**src/rtl/bp_cfg_link_pkg.sv**
```systemverilog
// Shared definitions for the configuration link: destination classes,
// register addresses, mode encodings and the loader state enum.
package bp_cfg_link_pkg;

   typedef enum logic [1:0] {
      e_cfg_core = 2'd0,
      e_cfg_lce  = 2'd1,
      e_cfg_cce  = 2'd2
   } bp_cfg_dst_e;

   typedef enum logic {
      e_lce_mode_uncached = 1'b0,
      e_lce_mode_normal   = 1'b1
   } bp_lce_mode_e;

   typedef enum logic {
      e_cce_mode_uncached = 1'b0,
      e_cce_mode_normal   = 1'b1
   } bp_cce_mode_e;

   localparam logic [15:0] cfg_freeze_addr     = 16'h0001;
   localparam logic [15:0] cfg_lce_mode_addr   = 16'h0004;
   localparam logic [15:0] cfg_cce_mode_addr   = 16'h0006;
   localparam logic [15:0] cfg_ucode_base_addr = 16'h8000;

   typedef enum logic [2:0] {
      e_reset,
      e_freeze,
      e_lce_mode,
      e_ucode_fetch,
      e_ucode_send,
      e_cce_mode,
      e_unfreeze,
      e_done
   } bp_cfg_loader_state_e;

   // Index width that never collapses to zero bits.
   function automatic int safe_clog2(input int x);
      return (x <= 1) ? 1 : $clog2(x);
   endfunction

   function automatic int max3(input int a, input int b, input int c);
      int m;
      m = (a > b) ? a : b;
      return (m > c) ? m : c;
   endfunction

endpackage

```
**src/rtl/bp_cfg_loader_counter.sv**
```systemverilog
// Clearable up-counter with a terminal-count flag against a runtime limit.
module bp_cfg_loader_counter
   import bp_cfg_link_pkg::*;
#(
   parameter int width_p = 1
) (
   input  logic               clk_i,
   input  logic               reset_i,
   input  logic               clear_i,
   input  logic               inc_i,
   input  logic [width_p-1:0] max_i,
   output logic [width_p-1:0] count_o,
   output logic               last_o
);

   // Clear wins over increment so a state exit always restarts from zero.
   always_ff @(posedge clk_i or posedge reset_i) begin
      if (reset_i)      count_o <= '0;
      else if (clear_i) count_o <= '0;
      else if (inc_i)   count_o <= count_o + 1'b1;
   end

   assign last_o = (count_o == max_i);

endmodule

```
**src/rtl/bp_cfg_loader.sv**
```systemverilog
// Post-reset configuration sequencer: freeze cores, set LCE modes, stream
// CCE microcode from a ROM, set CCE modes, unfreeze, then report done.
// Link handshake: a write transfers on a rising clk edge where cfg_v_o and
// cfg_ready_i are both high; once cfg_v_o rises the payload holds until that
// edge, and cfg_v_o is a function of registered state only.
module bp_cfg_loader
   import bp_cfg_link_pkg::*;
#(
   parameter int num_core_p              = 1,
   parameter int num_lce_p               = 2,
   parameter int num_cce_p               = 1,
   parameter int num_cce_instr_ram_els_p = 256,
   parameter int cfg_addr_width_p        = 16,
   parameter int cfg_data_width_p        = 64,
   parameter int cfg_id_width_p          = safe_clog2(max3(num_core_p, num_lce_p, num_cce_p))
) (
   input  logic                                            clk_i,
   input  logic                                            reset_i,
   output logic [safe_clog2(num_cce_instr_ram_els_p)-1:0] ucode_addr_o,
   input  logic [cfg_data_width_p-1:0]                     ucode_data_i,
   output logic                                            cfg_v_o,
   output logic [1:0]                                      cfg_dst_o,
   output logic [cfg_id_width_p-1:0]                       cfg_id_o,
   output logic [cfg_addr_width_p-1:0]                     cfg_addr_o,
   output logic [cfg_data_width_p-1:0]                     cfg_data_o,
   input  logic                                            cfg_ready_i,
   output logic                                            done_o
);

   localparam int word_width_lp = safe_clog2(num_cce_instr_ram_els_p);

   localparam logic [cfg_id_width_p-1:0] core_last_lp = cfg_id_width_p'(num_core_p - 1);
   localparam logic [cfg_id_width_p-1:0] lce_last_lp  = cfg_id_width_p'(num_lce_p - 1);
   localparam logic [cfg_id_width_p-1:0] cce_last_lp  = cfg_id_width_p'(num_cce_p - 1);
   localparam logic [word_width_lp-1:0]  word_last_lp = word_width_lp'(num_cce_instr_ram_els_p - 1);

   bp_cfg_loader_state_e state_r, state_n;

   logic                        handshake;
   logic [cfg_id_width_p-1:0]   idx, idx_max;
   logic                        idx_last, idx_inc, idx_clr;
   logic [word_width_lp-1:0]    word;
   logic                        word_last, word_inc, word_clr;
   logic                        first_r;
   logic                        stage_en;
   logic [cfg_data_width_p-1:0] stage_r;

   assign handshake = cfg_v_o & cfg_ready_i;

   // Endpoint index within the current destination class.
   bp_cfg_loader_counter #(.width_p(cfg_id_width_p)) idx_cnt (
      .clk_i   (clk_i),
      .reset_i (reset_i),
      .clear_i (idx_clr),
      .inc_i   (idx_inc),
      .max_i   (idx_max),
      .count_o (idx),
      .last_o  (idx_last)
   );

   // Microcode word index; fetch/send form one phase, so it persists across
   // that pair and only clears after the last word of a CCE.
   bp_cfg_loader_counter #(.width_p(word_width_lp)) word_cnt (
      .clk_i   (clk_i),
      .reset_i (reset_i),
      .clear_i (word_clr),
      .inc_i   (word_inc),
      .max_i   (word_last_lp),
      .count_o (word),
      .last_o  (word_last)
   );

   // State register.
   always_ff @(posedge clk_i or posedge reset_i) begin
      if (reset_i) state_r <= e_reset;
      else         state_r <= state_n;
   end

   // Marks the first send cycle, when the ROM word is on ucode_data_i.
   always_ff @(posedge clk_i or posedge reset_i) begin
      if (reset_i) first_r <= 1'b0;
      else         first_r <= (state_r == e_ucode_fetch);
   end

   // Staging register: holds the ROM word so a stalled send never re-reads.
   assign stage_en = (state_r == e_ucode_send) & first_r;

   always_ff @(posedge clk_i or posedge reset_i) begin
      if (reset_i)       stage_r <= '0;
      else if (stage_en) stage_r <= ucode_data_i;
   end

   // Next state, link payload and counter controls.
   always_comb begin
      state_n      = state_r;
      cfg_v_o      = 1'b0;
      cfg_dst_o    = e_cfg_core;
      cfg_id_o     = '0;
      cfg_addr_o   = '0;
      cfg_data_o   = '0;
      ucode_addr_o = '0;
      done_o       = 1'b0;
      idx_max      = '0;
      idx_inc      = 1'b0;
      idx_clr      = 1'b0;
      word_inc     = 1'b0;
      word_clr     = 1'b0;
      case (state_r)
         e_reset: state_n = e_freeze;
         e_freeze: begin
            cfg_v_o    = 1'b1;
            cfg_dst_o  = e_cfg_core;
            cfg_id_o   = idx;
            cfg_addr_o = cfg_addr_width_p'(cfg_freeze_addr);
            cfg_data_o = cfg_data_width_p'(1'b1);
            idx_max    = core_last_lp;
            if (handshake) begin
               if (idx_last) begin idx_clr = 1'b1; state_n = e_lce_mode; end
               else          idx_inc = 1'b1;
            end
         end
         e_lce_mode: begin
            cfg_v_o    = 1'b1;
            cfg_dst_o  = e_cfg_lce;
            cfg_id_o   = idx;
            cfg_addr_o = cfg_addr_width_p'(cfg_lce_mode_addr);
            cfg_data_o = cfg_data_width_p'(e_lce_mode_normal);
            idx_max    = lce_last_lp;
            if (handshake) begin
               if (idx_last) begin idx_clr = 1'b1; state_n = e_ucode_fetch; end
               else          idx_inc = 1'b1;
            end
         end
         e_ucode_fetch: begin
            ucode_addr_o = word;
            idx_max      = cce_last_lp;
            state_n      = e_ucode_send;
         end
         e_ucode_send: begin
            cfg_v_o    = 1'b1;
            cfg_dst_o  = e_cfg_cce;
            cfg_id_o   = idx;
            cfg_addr_o = cfg_addr_width_p'(cfg_ucode_base_addr) + cfg_addr_width_p'(word);
            cfg_data_o = first_r ? ucode_data_i : stage_r;
            idx_max    = cce_last_lp;
            if (handshake) begin
               state_n = e_ucode_fetch;
               if (word_last) begin
                  word_clr = 1'b1;
                  if (idx_last) begin idx_clr = 1'b1; state_n = e_cce_mode; end
                  else          idx_inc = 1'b1;
               end else begin
                  word_inc = 1'b1;
               end
            end
         end
         e_cce_mode: begin
            cfg_v_o    = 1'b1;
            cfg_dst_o  = e_cfg_cce;
            cfg_id_o   = idx;
            cfg_addr_o = cfg_addr_width_p'(cfg_cce_mode_addr);
            cfg_data_o = cfg_data_width_p'(e_cce_mode_normal);
            idx_max    = cce_last_lp;
            if (handshake) begin
               if (idx_last) begin idx_clr = 1'b1; state_n = e_unfreeze; end
               else          idx_inc = 1'b1;
            end
         end
         e_unfreeze: begin
            cfg_v_o    = 1'b1;
            cfg_dst_o  = e_cfg_core;
            cfg_id_o   = idx;
            cfg_addr_o = cfg_addr_width_p'(cfg_freeze_addr);
            cfg_data_o = '0;
            idx_max    = core_last_lp;
            if (handshake) begin
               if (idx_last) begin idx_clr = 1'b1; state_n = e_done; end
               else          idx_inc = 1'b1;
            end
         end
         e_done: done_o = 1'b1;
         default: state_n = e_reset;
      endcase
   end

endmodule
```
**config.mk**
```make
export PLATFORM = sky130hd
export DESIGN_NAME = bp_cfg_loader
export DESIGN_NICKNAME = d
export VERILOG_FILES = /design/src/rtl/bp_cfg_link_pkg.sv /design/src/rtl/bp_cfg_loader_counter.sv /design/src/rtl/bp_cfg_loader.sv
export SDC_FILE = /design/constraint.sdc
export NUM_CORES = 1
export LEC_CHECK = 0
export CAP_MARGIN = 40
export CELL_PAD_IN_SITES_DETAIL_PLACEMENT = 1
export CELL_PAD_IN_SITES_GLOBAL_PLACEMENT = 1
export CORE_MARGIN = 1
export CORE_UTILIZATION = 35
export CTS_CLUSTER_SIZE = 28
export DETAILED_ROUTE_END_ITERATION = 16
export PLACE_DENSITY_LB_ADDON = 0.1
export SLEW_MARGIN = 20
export SYNTH_ARGS = -nofsm -noshare
export SYNTH_HDL_FRONTEND = slang
export SYNTH_SLANG_ARGS = --single-unit
```
**constraint.sdc**
```tcl
create_clock -name clk_i -period 3 [get_ports clk_i]
set_input_delay 0.6 -clock clk_i [delete_from_list [all_inputs] [get_ports clk_i]]
set_output_delay 0.6 -clock clk_i [all_outputs]
set_load 0.01 [all_outputs]
```
After elaboration in Yosys (flattened, before gate mapping)
Index checks and enable logic that the tools add are counted.
{"block": "op_classes", "n_eq_ne": 18, "reduce_logical": 10, "bitwise": 2, "addsub": 3, "muxes": 41}
{"op": "$pmux 64 s2", "count": 1}
{"op": "$mux 64", "count": 1}
{"op": "$pmux 16 s4", "count": 1}
{"op": "$mux 3", "count": 11}
{"op": "$mux 8", "count": 3}
{"op": "$pmux 3 s7", "count": 1}
{"op": "$mux 1", "count": 20}
{"op": "$add 16x8->16 const A", "count": 1}
{"op": "$eq 3x3->1 const B", "count": 4}
{"op": "$ne 2x2->1 const B", "count": 5}
{"op": "$reduce_and 10->1", "count": 1}
{"op": "$add 8x1->8 const B", "count": 1}
{"op": "$eq 8x8->1 const B", "count": 1}
{"op": "$ne 2x1->1 const B", "count": 4}
{"op": "$reduce_bool 7->1", "count": 1}
{"op": "$eq 3x2->1 const B", "count": 2}
{"op": "$reduce_or 5->1", "count": 1}
{"op": "$pmux 1 s2", "count": 2}
{"op": "$pmux 2 s2", "count": 1}
{"op": "$reduce_bool 2->1", "count": 2}
{"op": "$reduce_or 2->1", "count": 2}
{"op": "$reduce_or 4->1", "count": 1}
{"op": "$eq 3x1->1 const B", "count": 1}
{"op": "$logic_not 3->1", "count": 1}
{"op": "other kinds (4)", "count": 5}
{"block": "totals", "register_bits": 77, "input_bits": 67, "wordCells": 79, "out_inout_bits": 93}

Longest topological paths before layout
{"block": "logic_depth", "word_depth": 9, "ltp_mapped": 9, "ltp_nobuf": 8}

By module
A second synthesis with hierarchy kept.
{"block": "hier_totals", "hier_cells": 405, "area_unflattened_um2": 4603.2}
{"mod": "bp_cfg_loader", "instances": 1, "area_per_inst_um2": 4075.2, "cells_each": 350, "seq_area_each_um2": 1701.6}
{"mod": "bp_cfg_loader_counter at word_cnt", "instances": 1, "area_per_inst_um2": 478.0, "cells_each": 50, "seq_area_each_um2": 200.2}
{"mod": "bp_cfg_loader_counter at idx_cnt", "instances": 1, "area_per_inst_um2": 50.0, "cells_each": 5, "seq_area_each_um2": 25.0}

Least setup slack after synthesis
Ideal clock, no wire load.
{"block": "synth_path", "kind": "reg2reg", "from": "register state_r[2]", "to": "register idx_cnt.count_o", "synth_period_minus_slack_ps": 1894, "setup_slack_ps": 1106, "stages_incl_launch_ff": 10, "t_arrival_ps": 1770, "required_ps": 2876, "n_path_buf": 1, "cell_sequence": "dfrtp_1 clkbuf_1 nor2_1 nand2_1 inv_1 ha_1 inv_1 a31oi_1 a31oi_1 a211o_1"}
{"block": "synth_via", "elab_chain_len": 8, "word_cells_on_any_way": 23}
{"item": "start: declaration", "line_no": "bp_cfg_loader.sv:37", "rtl": "bp_cfg_loader_state_e state_r, state_n;"}
{"item": "start signal: assignment", "line_no": "bp_cfg_loader.sv:75", "rtl": "if (reset_i) state_r <= e_reset;"}
{"item": "start signal: assignment", "line_no": "bp_cfg_loader.sv:76", "rtl": "else state_r <= state_n;"}
{"item": "$eq 3x2->1", "line_no": "bp_cfg_loader.sv:108", "rtl": "case (state_r)"}
{"item": "$mux 1", "line_no": "bp_cfg_loader.sv:108"}
{"item": "$eq 1x1->1", "line_no": "bp_cfg_loader_counter.sv:23", "rtl": "assign last_o = (count_o == max_i);"}
{"item": "$mux 1"}
{"item": "$mux 1", "line_no": "bp_cfg_loader.sv:148", "rtl": "if (word_last) begin"}
{"item": "$mux 1", "line_no": "bp_cfg_loader.sv:146", "rtl": "if (handshake) begin"}
{"item": "$pmux 1 s2", "line_no": "bp_cfg_loader.sv:108"}
{"item": "$mux 1 or $reduce_bool 2->1 (tied branches)"}
{"item": "end signal: assignment", "line_no": "bp_cfg_loader_counter.sv:20", "rtl": "else if (inc_i) count_o <= count_o + 1'b1;"}
{"item": "end: declaration", "line_no": "bp_cfg_loader_counter.sv:12", "rtl": "output logic [width_p-1:0] count_o,"}
Parallel ways exist; a longest one is shown, timed or not.
A chain may end at the register's enable or synchronous reset.

Final worst setup path
{"block": "layout_path", "from": "register state_r[1]", "to": "output cfg_data_o[53]"}
{"block": "layout_via", "elab_chain_len": 3, "word_cells_on_any_way": 6}
{"item": "$eq 3x3->1, or another cell as far along", "line_no": "bp_cfg_loader.sv:108"}
{"item": "$reduce_or 3->1 (no source line)"}
{"item": "$pmux 64 s2 *", "line_no": "bp_cfg_loader.sv:108"}
{"item": "end: declaration", "line_no": "bp_cfg_loader.sv:25", "rtl": "output logic [cfg_data_width_p-1:0] cfg_data_o,"}
Mark *: on every way between the ends. The rest lies on a longest branch, timed or not.

==> report_table.html <==
<table>
<tr><th>Metric</th><th>Value</th></tr>
<tr><th colspan="2">Logic synthesis</th></tr>
<tr><td>Sequential area share after synthesis</td><td>0.4181</td></tr>
<tr><td>Async set-or-reset flop fraction in the synthesized netlist</td><td>1.000</td></tr>
<tr><td>Netlist area before placement</td><td>about 4600 sq um</td></tr>
<tr><td>Avg Cell Area, Syn</td><td>11.55 sq um</td></tr>
<tr><td>Number of synthesized register bits</td><td>77</td></tr>
<tr><td>Number of warnings reported in the yosys synthesis log</td><td>0</td></tr>
<tr><td>Primary flip-flop cell chosen by synthesis mapping</td><td>dfrtp_1</td></tr>
<tr><td>Cells after Synth</td><td>399</td></tr>
<tr><td>Number of enable-type register cells in the synthesized netlist</td><td>0</td></tr>
<tr><td>Unique masters post-synth</td><td>42</td></tr>
<tr><th colspan="2">GRT</th></tr>
<tr><td>M3 GR Usage</td><td>0.05916</td></tr>
<tr><td>Global-route wire length before repair</td><td>19300 um</td></tr>
<tr><td>GR met1 Demand/Resource</td><td>0.2264</td></tr>
<tr><td>Met2 usage</td><td>0.3183</td></tr>
<tr><td>Global routing usage summed across all routing layers</td><td>0.1845</td></tr>
<tr><td>Sum of overflow across all layers after global routing</td><td>0</td></tr>
<tr><td>Busiest layer in global routing</td><td>met2</td></tr>
<tr><td>Pin count of the biggest net entering global routing</td><td>53</td></tr>
<tr><td>Vias in the first global route</td><td>3747</td></tr>
<tr><td>Initial antenna violation count</td><td>0</td></tr>
<tr><th colspan="2">Floorplan</th></tr>
<tr><td>Starting density of the core</td><td>0.3622</td></tr>
<tr><td>Die extent in x</td><td>116.7 um</td></tr>
<tr><td>Floorplan die area</td><td>13630 sq um</td></tr>
<tr><td>I/O Pins</td><td>160</td></tr>
<tr><td>Die Y-Extent</td><td>116.7 um</td></tr>
<tr><td>Number of standard-cell rows in the floorplan</td><td>41</td></tr>
<tr><td>Core Area</td><td>12720 sq um</td></tr>
<tr><th colspan="2">Hold path</th></tr>
<tr><td>HP Class</td><td>flop to flop</td></tr>
<tr><th colspan="2">Run status</th></tr>
<tr><td>Status</td><td>finished, final reports clean</td></tr>
<tr><th colspan="2">Critical path</th></tr>
<tr><td>Worst endpoint required time</td><td>~2.4 ns</td></tr>
<tr><td>Element type at the critical path start</td><td>flop</td></tr>
<tr><td>Highest fanout seen on the critical path</td><td>38</td></tr>
<tr><td>Worst Setup Path Type</td><td>flop to output pin</td></tr>
<tr><td>Signal arrival time at the worst endpoint</td><td>~2.2 ns</td></tr>
<tr><td>Endpoint class of the critical path</td><td>output pin</td></tr>
<tr><th colspan="2">Job</th></tr>
<tr><td>Number of max-cap violations</td><td>0</td></tr>
<tr><th colspan="2">STA</th></tr>
<tr><td>Final worst hold slack</td><td>0.5056 ns</td></tr>
<tr><td>Post-route setup TNS</td><td>0 ns</td></tr>
<tr><td>Unrepaired setup endpoints after global routing</td><td>no</td></tr>
<tr><td>Skew final</td><td>0.005034 ns</td></tr>
<tr><td>Rel. slew slack</td><td>0.6544</td></tr>
<tr><td>Hold Fails Final Rpt</td><td>0</td></tr>
<tr><td>Final Max Tran Viols</td><td>0</td></tr>
<tr><td>Setup violations, final</td><td>0</td></tr>
<tr><td>Min Clock Period, post-route</td><td>2.837 ns</td></tr>
<tr><td>Part of the cycle the worst path needs</td><td>0.9457</td></tr>
<tr><td>Maximum clock frequency</td><td>0.3525 GHz</td></tr>
<tr><td>Worst Max-Slew Pin Slew</td><td>0.5178 ns</td></tr>
<tr><th colspan="2">Routing</th></tr>
<tr><td>Average wire length per cell after detail routing</td><td>16.44 um</td></tr>
<tr><td>Drt first pass iters</td><td>4</td></tr>
<tr><td>Remaining DRCs</td><td>0</td></tr>
<tr><td>Overall via count from detail_route</td><td>3467</td></tr>
<tr><td>Detail-routed via count per cell</td><td>4.789</td></tr>
<tr><td>Routed wire length</td><td>11900 um</td></tr>
<tr><td>Starting DRT DRC Count</td><td>60</td></tr>
<tr><td>Post-route antenna net violation count</td><td>0</td></tr>
<tr><th colspan="2">Clock tree</th></tr>
<tr><td>Worst-path clk slew</td><td>0.06 ns</td></tr>
<tr><td>Maximum level of the CTS H-tree</td><td>3</td></tr>
<tr><td>Total of hold buffers inserted after clock tree synthesis</td><td>0</td></tr>
<tr><td># clock sinks</td><td>77</td></tr>
<tr><td>Post-CTS Setup Repair Bufs</td><td>0</td></tr>
<tr><td>Clock latency on the worst-skew pair</td><td>0.33 ns</td></tr>
<tr><td>TritonCTS clock tree</td><td>done</td></tr>
<tr><td>Number of cells upsized or downsized after cts</td><td>0</td></tr>
<tr><td>Maximum root-to-sink buffer count</td><td>2</td></tr>
<tr><td>Number of CTS-inserted buffers</td><td>9</td></tr>
<tr><td>Cell at the root of the clock tree</td><td>clkbuf_16</td></tr>
<tr><th colspan="2">Power and ir drop</th></tr>
<tr><td>Worst supply voltage drop on vdd</td><td>0.4086 mV</td></tr>
<tr><td>Leakage component of the power</td><td>0.002618 uW</td></tr>
<tr><td>Power density of the placed cells</td><td>758.2 nW/um^2</td></tr>
<tr><th colspan="2">Place</th></tr>
<tr><td>Port buffer count</td><td>152</td></tr>
<tr><td>Half-perimeter wire length after detailed placement</td><td>8300 um</td></tr>
<tr><td>Last weighted congestion value of the routability-driven placer</td><td>0.7967</td></tr>
<tr><td>Post-Place Cells</td><td>708</td></tr>
<tr><th colspan="2">Layout</th></tr>
<tr><td>Commonest cells after routing, fill and taps aside</td><td>clkdlybuf4s50_1, dfrtp_1, nor2_1, mux2i_1, mux2_4</td></tr>
<tr><td>Most common library cell in the layout ignoring fill and taps</td><td>clkdlybuf4s50_1</td></tr>
<tr><td>Layout Area Growth over Synthesis</td><td>41.46%</td></tr>
<tr><td>Diode insertion count for antenna repair</td><td>0</td></tr>
<tr><td>Net count of the finished layout</td><td>616</td></tr>
<tr><td>Number of non-filler instances in the completed layout</td><td>724</td></tr>
<tr><td>Layout cell share with drive strength beyond 1</td><td>0.1793</td></tr>
</table>
[synth_stat cells (2+ instances only)]
cell      instances  share of area
buf_4             8          0.013
mux2i_1          64           0.14
buf_12            6          0.026
a21o_1            2         0.0033
a21oi_1           5         0.0054
clkbuf_1         11         0.0090
nand2b_1          2         0.0027
nand3_1           5         0.0054
buf_2             7         0.0076
and4_1            2         0.0038
dfrtp_1          77           0.42
nor4_1            2         0.0027
a31oi_1           4         0.0054
and2_1           14          0.019
o21ai_0           6         0.0065
nand2_1          12         0.0098
o31ai_1           2         0.0033
mux2_4           60           0.20
ha_1              2         0.0054
inv_1             8         0.0065
nor3_1            2         0.0022
mux2_2            5          0.012
nand4_1           2         0.0027
nor2_1           71          0.058
xnor2_1           3         0.0057
[report_power, final]
part	total, uW	switching [uW]	internal (uW)
Combinational	2160	882	1270
Clock	1020	437	579
Sequential	1770	297	1470
Total	4940	1620	3330
[sequential cells by signal, indices dropped and copies added (netlist names)]
register and flops:
stage_r 64, word_cnt.count_o 8, first_r 1, state_r 3, idx_cnt.count_o 1
[cells by family after synthesis]
family	share of synthesized area
AND/OR/NAND/NOR	0.1200
adder cells (fa/ha/maj)	0.005429
other	0.0008138
flip-flops	0.4181
multiplexers	0.3467
buffers and inverters	0.06679
AO/OA/AOI/OAI	0.03448
XOR/XNOR	0.007604
[critical path: stages (launching register included)]
cell and delay (ns):
dfrtp_1 0.41, nor2_4 0.16, nand2_4 0.28, buf_4 0.33
nor2_1 0.14, clkdlybuf4s50_1 0.56
[metal layers]
metal / vias to the layer above / routed length [um]
li1: 1649 / -
met1: 1720 / 5172
met2: 92 / 5947
met3: 6 / 688
met4: 0 / 93
met5: - / 0
[layout make-up]
cell class	count	area (sq um)
Fill cell	1409	6203
Clock buffer	10	239.0
Tap cell	172	215.2
Multi-Input combinational cell	286	2396
Clock inverter	6	38.79
Sequential cell	77	1931
Inverter	9	37.54
Timing Repair Buffer	164	1662
[path summary, 6_finish.rpt]
| path | startpoint | endpoint | slack [ns] | cells past startpoint |
|---|---|---|---|---|
| max | state_r[1] | cfg_data_o[53] | 0.16 | 5 |
| min | stage_r[11] | stage_r[11] | 0.51 | 1 |
| max reg2reg | state_r[1] | stage_r[28] | 0.81 | 6 |
| min reg2reg | stage_r[11] | stage_r[11] | 0.51 | 1 |
| max in group asynchronous | reset_i | stage_r[35] | 1.74 | 3 |
| min in group asynchronous | reset_i | stage_r[17] | 0.60 | 2 |
[through the flow]
step / instance area (sq um) / utilization / worst slack (ns) / power, uW
floorplan: 4631 / - / 0.4333 / 3183
global placement: 6241 / 0.4906 / 0.4204 / 3885
detailed placement: 6241 / 0.4906 / 0.3798 / 3946
CTS: 6519 / 0.5124 / 0.1006 / 5012
global route: 6519 / 0.5124 / 0.03246 / 5288
finish: 6519 / 0.5124 / 0.1630 / 4943
(Power assumes the default switching activity.)
